$ cat src/rtl/bus_pkg.sv
// -----------------------------------------------------------------------------
// bus_pkg
// Shared types and decode helpers for the two-master system bus.
//   state_t     : sequencer states (IDLE -> ACCESS -> DONE -> IDLE)
//   region_t    : decoded slave region of an address
//   DIODES_BASE : top address nibble that selects the diodes block
//   WAIT_W      : width of the per-region wait-state counter
//   region_of() : maps the top address nibble to a region
// -----------------------------------------------------------------------------
package bus_pkg;

  typedef enum logic [1:0] {
    IDLE,
    ACCESS,
    DONE
  } state_t;

  typedef enum logic [1:0] {
    REG_RAM,
    REG_DIODES,
    REG_NONE
  } region_t;

  localparam logic [3:0] DIODES_BASE = 4'b1001;
  localparam int         WAIT_W      = 8;

  // RAM owns the whole lower half of the map; the diodes own one 4K page in
  // the upper half; everything else is unmapped.
  function automatic region_t region_of(input logic [3:0] addr_hi);
    region_t r;
    if (!addr_hi[3]) begin
      r = REG_RAM;
    end else if (addr_hi == DIODES_BASE) begin
      r = REG_DIODES;
    end else begin
      r = REG_NONE;
    end
    return r;
  endfunction

endpackage

$ cat src/rtl/bus_decoder.sv
// -----------------------------------------------------------------------------
// bus_decoder
// Combinational address decoder for the system bus. Kept separate so future
// slaves can reuse the same region map and wait-state table.
// Ports:
//   addr_hi   in  4       top nibble of the bus address (all the map looks at)
//   region    out region  decoded region
//   cs_ram    out 1       address falls in RAM
//   cs_diodes out 1       address falls in the diodes page
//   wait_cnt  out WAIT_W  extra ACCESS cycles for the region (0 if unmapped)
// -----------------------------------------------------------------------------
import bus_pkg::*;

module bus_decoder #(
  parameter int RAM_WAIT = 0,
  parameter int IO_WAIT  = 1
) (
  input  logic [3:0]        addr_hi,
  output region_t           region,
  output logic              cs_ram,
  output logic              cs_diodes,
  output logic [WAIT_W-1:0] wait_cnt
);

  always_comb begin
    region    = region_of(addr_hi);
    cs_ram    = (region == REG_RAM);
    cs_diodes = (region == REG_DIODES);
    case (region)
      REG_RAM:    wait_cnt = WAIT_W'(RAM_WAIT);
      REG_DIODES: wait_cnt = WAIT_W'(IO_WAIT);
      default:    wait_cnt = '0;
    endcase
  end

endmodule

$ cat src/rtl/bus_arbiter.sv
// -----------------------------------------------------------------------------
// bus_arbiter
// Two-master arbiter and bus sequencer for the shared system bus. Master 0 is
// the CPU, master 1 a DMA/secondary requester. One master is picked per
// transfer, its request is latched, the address is decoded into chip selects,
// per-region wait states are inserted and read data is returned with a
// one-cycle ready pulse.
// Ports:
//   clk, reset (async, active low)
//   mX_req/mX_r/mX_w/mX_addr/mX_wdata  in   master X request, direction, payload
//   mX_gnt                             out  master X owns the bus (ACCESS, DONE)
//   mX_ready                           out  one-cycle completion pulse
//   mX_rdata                           out  read data, valid with mX_ready
//   bus_addr/bus_wdata                 out  latched address / write data
//   bus_rdata                          in   slave read data
//   bus_r/bus_w                        out  slave strobes (ACCESS, mapped only)
//   cs_ram/cs_diodes                   out  slave selects (ACCESS, mapped only)
//   err                                out  with ready on unmapped or r&w access
// -----------------------------------------------------------------------------
import bus_pkg::*;

module bus_arbiter #(
  parameter int ADDR_WIDTH = 16,
  parameter int DATA_WIDTH = 16,
  parameter int RAM_WAIT   = 0,
  parameter int IO_WAIT    = 1,
  parameter int MAX_BURST  = 4
) (
  input  logic                  clk,
  input  logic                  reset,
  input  logic                  m0_req,
  input  logic                  m0_r,
  input  logic                  m0_w,
  input  logic [ADDR_WIDTH-1:0] m0_addr,
  input  logic [DATA_WIDTH-1:0] m0_wdata,
  output logic                  m0_gnt,
  output logic                  m0_ready,
  output logic [DATA_WIDTH-1:0] m0_rdata,
  input  logic                  m1_req,
  input  logic                  m1_r,
  input  logic                  m1_w,
  input  logic [ADDR_WIDTH-1:0] m1_addr,
  input  logic [DATA_WIDTH-1:0] m1_wdata,
  output logic                  m1_gnt,
  output logic                  m1_ready,
  output logic [DATA_WIDTH-1:0] m1_rdata,
  output logic [ADDR_WIDTH-1:0] bus_addr,
  output logic [DATA_WIDTH-1:0] bus_wdata,
  input  logic [DATA_WIDTH-1:0] bus_rdata,
  output logic                  bus_r,
  output logic                  bus_w,
  output logic                  cs_ram,
  output logic                  cs_diodes,
  output logic                  err
);

  localparam int                BURST_W   = $clog2(MAX_BURST + 1);
  localparam logic [BURST_W-1:0] BURST_MAX = BURST_W'(MAX_BURST);

  // Sequencer state
  state_t state_q, state_d;

  // Arbitration
  logic                  m0_elig, m1_elig, take;
  logic                  cand;          // 0 = m0, 1 = m1
  logic                  cand_r, cand_w;
  logic [ADDR_WIDTH-1:0] cand_addr;
  logic [DATA_WIDTH-1:0] cand_wdata;
  logic                  last_q;        // master granted most recently
  logic [BURST_W-1:0]    burst_q;       // consecutive grants to last_q (saturating)

  // Latched transfer
  logic                  owner_q;
  logic [ADDR_WIDTH-1:0] addr_q;
  logic [DATA_WIDTH-1:0] wdata_q;
  logic                  write_q;
  logic                  illegal_q;
  region_t               region_q;
  logic [WAIT_W-1:0]     wait_q;
  logic [DATA_WIDTH-1:0] m0_rdata_q, m1_rdata_q;
  logic [DATA_WIDTH-1:0] access_rdata;
  logic                  mapped;

  // Decoder
  logic [ADDR_WIDTH-1:0] dec_addr;
  region_t               dec_region;
  logic                  dec_cs_ram, dec_cs_diodes;
  logic [WAIT_W-1:0]     dec_wait;

  // ---------------------------------------------------------------------------
  // Arbitration: pick a candidate among the eligible masters
  // ---------------------------------------------------------------------------
  // NOTE: every signal written in an always_comb gets a value on every path
  // (defaults or full if/else); a missed branch would infer a latch.
  always_comb begin
    m0_elig = m0_req & (m0_r | m0_w);
    m1_elig = m1_req & (m1_r | m1_w);
    if (m0_elig && m1_elig) begin
      // The holder keeps the bus until it has used MAX_BURST grants in a row.
      // Straight out of reset burst_q is 0 and last_q is 0, so m0 is favoured.
      cand = (burst_q < BURST_MAX) ? last_q : ~last_q;
    end else begin
      cand = m1_elig;
    end
    take       = (state_q == IDLE) && (m0_elig || m1_elig);
    cand_r     = cand ? m1_r     : m0_r;
    cand_w     = cand ? m1_w     : m0_w;
    cand_addr  = cand ? m1_addr  : m0_addr;
    cand_wdata = cand ? m1_wdata : m0_wdata;
  end

  // In IDLE the decoder looks at the candidate so its wait count can be
  // latched; afterwards it decodes the latched address to drive the selects.
  assign dec_addr = (state_q == IDLE) ? cand_addr : addr_q;

  bus_decoder #(
    .RAM_WAIT (RAM_WAIT),
    .IO_WAIT  (IO_WAIT)
  ) u_decoder (
    .addr_hi   (dec_addr[ADDR_WIDTH-1 -: 4]),
    .region    (dec_region),
    .cs_ram    (dec_cs_ram),
    .cs_diodes (dec_cs_diodes),
    .wait_cnt  (dec_wait)
  );

  assign mapped       = (region_q != REG_NONE);
  assign access_rdata = mapped ? bus_rdata : '1;

  // ---------------------------------------------------------------------------
  // FSM: state register
  // ---------------------------------------------------------------------------
  // NOTE: sequential state uses non-blocking assignments so every register
  // samples the pre-edge values regardless of statement order.
  always_ff @(posedge clk or negedge reset) begin
    if (!reset) begin
      state_q <= IDLE;
    end else begin
      state_q <= state_d;
    end
  end

  // ---------------------------------------------------------------------------
  // FSM: next state
  // ---------------------------------------------------------------------------
  always_comb begin
    state_d = state_q;
    case (state_q)
      IDLE:    if (take) state_d = ACCESS;
      ACCESS:  if (wait_q == '0) state_d = DONE;
      DONE:    state_d = IDLE;
      default: state_d = IDLE;
    endcase
  end

  // ---------------------------------------------------------------------------
  // FSM: outputs
  // ---------------------------------------------------------------------------
  always_comb begin
    m0_gnt    = 1'b0;
    m1_gnt    = 1'b0;
    m0_ready  = 1'b0;
    m1_ready  = 1'b0;
    err       = 1'b0;
    bus_r     = 1'b0;
    bus_w     = 1'b0;
    cs_ram    = 1'b0;
    cs_diodes = 1'b0;
    case (state_q)
      ACCESS: begin
        m0_gnt    = ~owner_q;
        m1_gnt    = owner_q;
        // The decoder returns no select for unmapped addresses, and the
        // strobes follow the same rule so nothing on the bus moves.
        cs_ram    = dec_cs_ram;
        cs_diodes = dec_cs_diodes;
        bus_r     = mapped & ~write_q;
        bus_w     = mapped & write_q;
      end
      DONE: begin
        m0_gnt   = ~owner_q;
        m1_gnt   = owner_q;
        m0_ready = ~owner_q;
        m1_ready = owner_q;
        err      = illegal_q | ~mapped;
      end
      default: ;
    endcase
  end

  // ---------------------------------------------------------------------------
  // Transfer datapath: latch on a win, count waits, capture read data
  // ---------------------------------------------------------------------------
  always_ff @(posedge clk or negedge reset) begin
    if (!reset) begin
      owner_q    <= 1'b0;
      last_q     <= 1'b0;
      burst_q    <= '0;
      addr_q     <= '0;
      wdata_q    <= '0;
      write_q    <= 1'b0;
      illegal_q  <= 1'b0;
      region_q   <= REG_NONE;
      wait_q     <= '0;
      m0_rdata_q <= '0;
      m1_rdata_q <= '0;
    end else begin
      case (state_q)
        IDLE: begin
          if (take) begin
            owner_q   <= cand;
            addr_q    <= cand_addr;
            wdata_q   <= cand_wdata;
            write_q   <= cand_w;              // r&w together is serviced as a write
            illegal_q <= cand_r & cand_w;
            region_q  <= dec_region;
            wait_q    <= dec_wait;
            last_q    <= cand;
            if ((cand == last_q) && (burst_q != '0)) begin
              if (burst_q < BURST_MAX) burst_q <= burst_q + BURST_W'(1);
            end else begin
              burst_q <= BURST_W'(1);
            end
          end
        end
        ACCESS: begin
          if (wait_q != '0) begin
            wait_q <= wait_q - WAIT_W'(1);
          end else if (owner_q) begin
            m1_rdata_q <= access_rdata;
          end else begin
            m0_rdata_q <= access_rdata;
          end
        end
        default: ;
      endcase
    end
  end

  assign bus_addr  = addr_q;
  assign bus_wdata = wdata_q;
  assign m0_rdata  = m0_rdata_q;
  assign m1_rdata  = m1_rdata_q;

endmodule

$ cat config.mk
export PLATFORM = sky130hd
export DESIGN_NAME = bus_arbiter
export DESIGN_NICKNAME = d
export VERILOG_FILES = /design/src/rtl/bus_pkg.sv /design/src/rtl/bus_decoder.sv /design/src/rtl/bus_arbiter.sv
export SDC_FILE = /design/constraint.sdc
export NUM_CORES = 1
export LEC_CHECK = 0
export CAP_MARGIN = 25
export CORE_UTILIZATION = 39
export DETAILED_ROUTE_END_ITERATION = 10
export PLACE_DENSITY = 0.77
export SKIP_CTS_REPAIR_TIMING = 1
export SLEW_MARGIN = 20
export SYNTH_ARGS = -nofsm -noshare
export SYNTH_HDL_FRONTEND = slang
export SYNTH_HIERARCHICAL = 1
export SYNTH_SLANG_ARGS = --single-unit
$ cat constraint.sdc
create_clock -name clk -period 3.6 [get_ports clk]
set_input_delay 0.72 -clock clk [delete_from_list [all_inputs] [get_ports clk]]
set_output_delay 0.72 -clock clk [all_outputs]
set_load 0.005 [all_outputs]
# After elaboration in Yosys (flattened, before gate mapping)
# Index checks and enable logic that the tools add are counted.
[word_totals]
ff_bits = 82
latchBits = 0
ramBits = 0
romBits = 0
inputBits = 88
out_inout_bits = 73
elab_cells = 81
mem_count = 0
[classes]
n_addsub = 2
multipliers = 0
n_div = 0
n_lt_le_gt_ge = 1
eq_ne = 10
shift = 0
mux = 28
bitwise_logic = 12
n_reduce_logical = 17
[op_table]
columns = ["operator", "count"]
rows = [
  ["16-bit 2-to-1 mux", 4],
  ["8-bit 2-to-1 mux", 2],
  ["8-bit case mux with 2 select lines", 1],
  ["1-bit 2-to-1 mux", 14],
  ["3-bit AND reduction", 4],
  ["8-bit logical NOT", 1],
  ["2-bit 2-to-1 mux", 4],
  ["2-bit inequality test (second input constant)", 4],
  ["8-bit nonzero test", 1],
  ["8-bit by 1-bit subtractor with 8-bit output (second input constant)", 1],
  ["3-bit 2-to-1 mux", 2],
  ["1-bit bitwise AND", 5],
  ["2-bit by 1-bit equality test with 1-bit output (second input constant)", 2],
  ["4-bit equality test (second input constant)", 1],
  ["2-bit logical NOT", 2],
  ["1-bit inverter", 4],
  ["2-bit case mux with 2 select lines", 1],
  ["2-bit AND reduction", 2],
  ["3-bit by 1-bit adder with 3-bit output (second input constant)", 1],
  ["1-bit logical AND", 3],
  ["3-bit less-than comparator (second input constant)", 1],
  ["1-bit bitwise OR", 3],
  ["3-bit nonzero test", 1],
  ["2-bit equality test (second input constant)", 1],
  ["other kinds (5)", 5],
]

# Longest topological paths before layout
[depth]
depth_word = 13
ltp_mapped = 10
depth_no_buf = 8

# Modules after synthesis
# Netlist, hierarchy kept.
[by_module_without_submodules]
columns = ["mod", "n_inst", "cells_each", "area_each_um2", "seq_area_each_um2"]
rows = [
  ["bus_arbiter", 1, 411, 3960.0, 2053.2],
  ["bus_decoder", 1, 14, 90.1, 0.0],
]

# Worst setup path after synthesis
# Ideal clock, no wire load.
[synth_path]
path_type = "input port to output port"
from = "input port m0_w"
to = "output port cs_diodes"
t_arrival_ns = 1.972
t_required_ns = 2.880
setup_slack_ns = 0.908
path_stages = 8
path_buffers = 1
cell_sequence = "o21ai_1 o21ai_0 buf_4 mux2i_1 a21oi_1 nor2_1 and3_1 and2_1"
[synth_via]
elab_chain_cells = 11
[synth_lines]
columns = ["item", "line_no", "text"]
rows = [
  ["from (decl)", "bus_arbiter.sv:33", "input logic m0_w,"],
  ["1-bit bitwise OR", "bus_arbiter.sv:96", "m0_elig = m0_req & (m0_r | m0_w);"],
  ["1-bit bitwise AND", "bus_arbiter.sv:96", ""],
  ["1-bit logical AND", "bus_arbiter.sv:98", "if (m0_elig && m1_elig) begin"],
  ["1-bit 2-to-1 mux", "bus_arbiter.sv:98", ""],
  ["16-bit 2-to-1 mux", "bus_arbiter.sv:108", "cand_addr = cand ? m1_addr : m0_addr;"],
  ["16-bit 2-to-1 mux", "bus_arbiter.sv:114", "assign dec_addr = (state_q == IDLE) ? cand_addr : addr_q;"],
  ["via dec_addr[14]", "bus_arbiter.sv:85", "logic [ADDR_WIDTH-1:0] dec_addr;"],
  ["4-bit equality test", "bus_pkg.sv:33", "end else if (addr_hi == DIODES_BASE) begin"],
  ["2-bit 2-to-1 mux", "bus_pkg.sv:33", ""],
  ["2-bit 2-to-1 mux", "bus_pkg.sv:31", "if (!addr_hi[3]) begin"],
  ["2-bit by 1-bit equality test with 1-bit output", "bus_decoder.sv:28", "cs_diodes = (region == REG_DIODES);"],
  ["via dec_cs_diodes", "bus_arbiter.sv:87", "logic dec_cs_ram, dec_cs_diodes;"],
  ["1-bit 2-to-1 mux", "bus_arbiter.sv:169", "case (state_q)"],
  ["to (decl)", "bus_arbiter.sv:53", "output logic cs_diodes,"],
]
# The timed path passes the listed nets, and every way through them passes these cells.

# Worst setup path after layout
# Same ends and word-level chain as after synthesis.

==> flow_summary_export.csv <==
group,metric,value,unit
sta,worst_hold_slack,0.414,ns
cts,h-tree-depth,3,
worst_setup_path,critical_path_class,"input port to output pin",
drt,drcViolationCount,0,
cells_and_area,register_area,2050,µm²
drt,vias,3611,
synthesis,synth_common_cells,"dfrtp_1, nand2_1, o21ai_0",
sta,max_freq,298,MHz
synthesis,synth_top_area_share,50.0,%
worst_hold_path,hold_class,"input port to asynchronous set/reset pin",
worst_setup_path,crit_slowest_cell,"clkdlybuf4s50_1",
worst_setup_path,path_buf_inv,3,
place,portBuffers,160,
cts,insertion_delay,0.34,ns
floorplan,initial_core_util,40.9,%
drt,dr.pass1.iters,6,
place,place_congestion,0.818,
pwr,leakagePower,0.00270,µW
sta,finalCritPeriodShare,93.3,%
cts,numCtsBuffers,9,
global_route,grt_pass1_wl,17.6,mm
drt,drt_iter0_drc,146,
cells_and_area,fillCellCount,869,
place,dp_slack,-0.0938,ns
global_route,grt_max_degree,83,
synthesis,synthArstFlopShare,100,%
cells_and_area,antenna_cells,0,
global_route,grt_overflow,0,
cts,cts_tree,"yes",
sta,setup_viol,0,
floorplan,die_x,104,µm
synthesis,synthesis.area,4050,µm²
worst_setup_path,crit_family,"buffers and inverters",
sta,fin_skew,0.0145,ns
drt,wl,10.4,mm
synthesis,yosysMostFrequentCell,"dfrtp_1",
place,dp_hpwl,7.81,mm
worst_setup_path,crit_path_max_incr_delay,0.49,ns
worst_setup_path,required,2.88,ns
job,cap_violations,0,
cells_and_area,design_area,6040,µm²
synthesis,post_synth.cell_area_avg,9.53,µm²
sta,finalHoldViolCount,0,
cts,clk_pin_slew,0.09,ns
place,place_area,5800,µm²
floorplan,dieArea,10800,µm²
floorplan,core,9910,µm²
floorplan,rows,36,
global_route,grt_usage,20.2,%
sta,setup_tns,0,ns
cts,clock-sinks,82,
sta,slew_headroom,46.9,%
worst_setup_path,worstPathCellList,"clkdlybuf4s50_1 > o21ai_1 > o21ai_4 > buf_4 > mux2i_2 > a21oi_1 > nor2_1 > and3_1 > and2_1 > dlymetal6s2s_1",
worst_setup_path,worstSetupEndpointType,"output pin",
floorplan,die_h,104,µm
cells_and_area,fin_nets,683,
run_status,status,"finished clean",
sta,slew_violations,0,
sta,worstMarginPinSlew,0.792,ns
cells_and_area,multi_input_area,1820,µm²
place,placedCellCount,708,
drt,drt.antenna.violating_nets,0,
drt,avgRoutedWirePerCell,14.4,µm
sta,rsz0062_at_grt,"no",
synthesis,ys_types,51,
synthesis,synth_cells,425,
cells_and_area,drive_above_1_share,8.78,%
synthesis,synth.yosys.seq_area_share,50.7,%
drt,vias_per_cell,4.98,
synthesis,synth-seq-cells,82,
pwr,ir_worst_vdd,0.279,mV
sta,period_needed,3.36,ns
synthesis,synthFlopType,"dfrtp_1",
pwr,power_density,679,nW/µm²
worst_setup_path,start_kind,"input port",
cts,cts_buffer_depth,2,
worst_setup_path,critical_path_peak_fanout,2,
cells_and_area,finalNonFillerCells,725,
floorplan,io_pins,161,
synthesis,synthTopCellsByArea,"dfrtp_1, mux2i_1, o21ai_0, nand2_1, nor2_1",
synthesis,yosysWarnings,6,
sta,post-route-worst-setup-slack,0.242,ns
synthesis,synth-edff-count,0,
synthesis,synth_area_leader_cell,"dfrtp_1",
global_route,antenna_found_initial,0,
worst_setup_path,crit_arrival,2.64,ns
cells_and_area,area_growth,49.2,%
cts,root_buffer,"clkbuf_8",
global_route,grt_pass1_vias,3750,
-- state kept, by name, summed over array words and instances, names as in the netlist --
name,flops
m0_rdata,16
m1_rdata,16
bus_wdata,16
wait_q,8
state_q,2
bus_addr,16
burst_q,3
write_q,1
region_q,2
owner_q,1
illegal_q,1
-- final cells by class --
type	instances	area share (%)
multi-input combinational	304	30.1
clock inverter	6	1.20
tap	133	2.75
sequential	82	34.0
inverter	12	0.746
timing repair buffer	178	28.9
clock buffer	10	2.28
-- through the flow --
| stage | utilization (%) | total power (µW) |
|---|---|---|
| 3_3_place_gp | 58.5 | 3360 |
| 3_5_place_dp | 58.5 | 3430 |
| 6_report | 61.0 | 4100 |
| 2_1_floorplan | - | 2440 |
| 4_1_cts | 60.6 | 4140 |
| 5_1_grt | 61.0 | 4430 |
-- cells by family (layout without fill, tap and decap cells) --
group | Yosys count | count (layout) | synth area share, %
AO/OA/AOI/OAI | 115 | 115 | 16.4
XOR/XNOR | 1 | 1 | 0.216
adder cells (fa/ha/maj) | 8 | 8 | 2.47
buffers and inverters | 45 | 206 | 5.87
flip-flops | 82 | 82 | 50.7
multiplexers | 35 | 35 | 8.68
other | 1 | 7 | 0.0926
AND/OR/NAND/NOR | 138 | 138 | 15.6
-- cell usage in the layout, fill, tap and decap left out, types with 3 or more instances in the layout --
master	count
buf_4	17
and2_1	4
clkbuf_8	10
ha_1	8
a31oi_1	7
inv_1	12
mux2i_2	4
a21oi_1	26
conb_1	7
nor2b_1	3
nand3_1	5
o21a_1	3
nor3_1	7
clkdlybuf4s50_1	157
nand2_1	61
dfrtp_1	81
mux2i_1	30
o21ai_0	55
nor2_1	43
-- layer usage --
layer | global-route usage, % | vias to the layer above | wire, µm
met5 | 0 | - | 0
met4 | 5.31 | 0 | 62
met3 | 5.95 | 7 | 888
met2 | 37.0 | 150 | 5420
met1 | 22.7 | 1675 | 4070
li1 | - | 1779 | -
-- power by group --
group	internal (µW)	total (µW)	switching [µW]	leakage, µW
Sequential	1270	1510	237	0.000894
Combinational	1000	1900	895	0.00170
Clock	348	697	349	0.000109
-- worst paths after layout --
path | from | endpoint | slack [ns] | depth (start not counted)
worst max-delay path | m0_w | cs_diodes | 0.24 | 10
worst max register to register | state_q[0] | wait_q[2] | 1.10 | 6
max in group asynchronous | reset | bus_wdata[1] | 2.67 | 1
min in group clk | region_q[1] | region_q[1] | 0.47 | 2
worst min-delay path | reset | m1_rdata[10] | 0.41 | 1
worst min register to register | region_q[1] | region_q[1] | 0.47 | 2
Note: power is estimated with default switching activity, not from simulation.
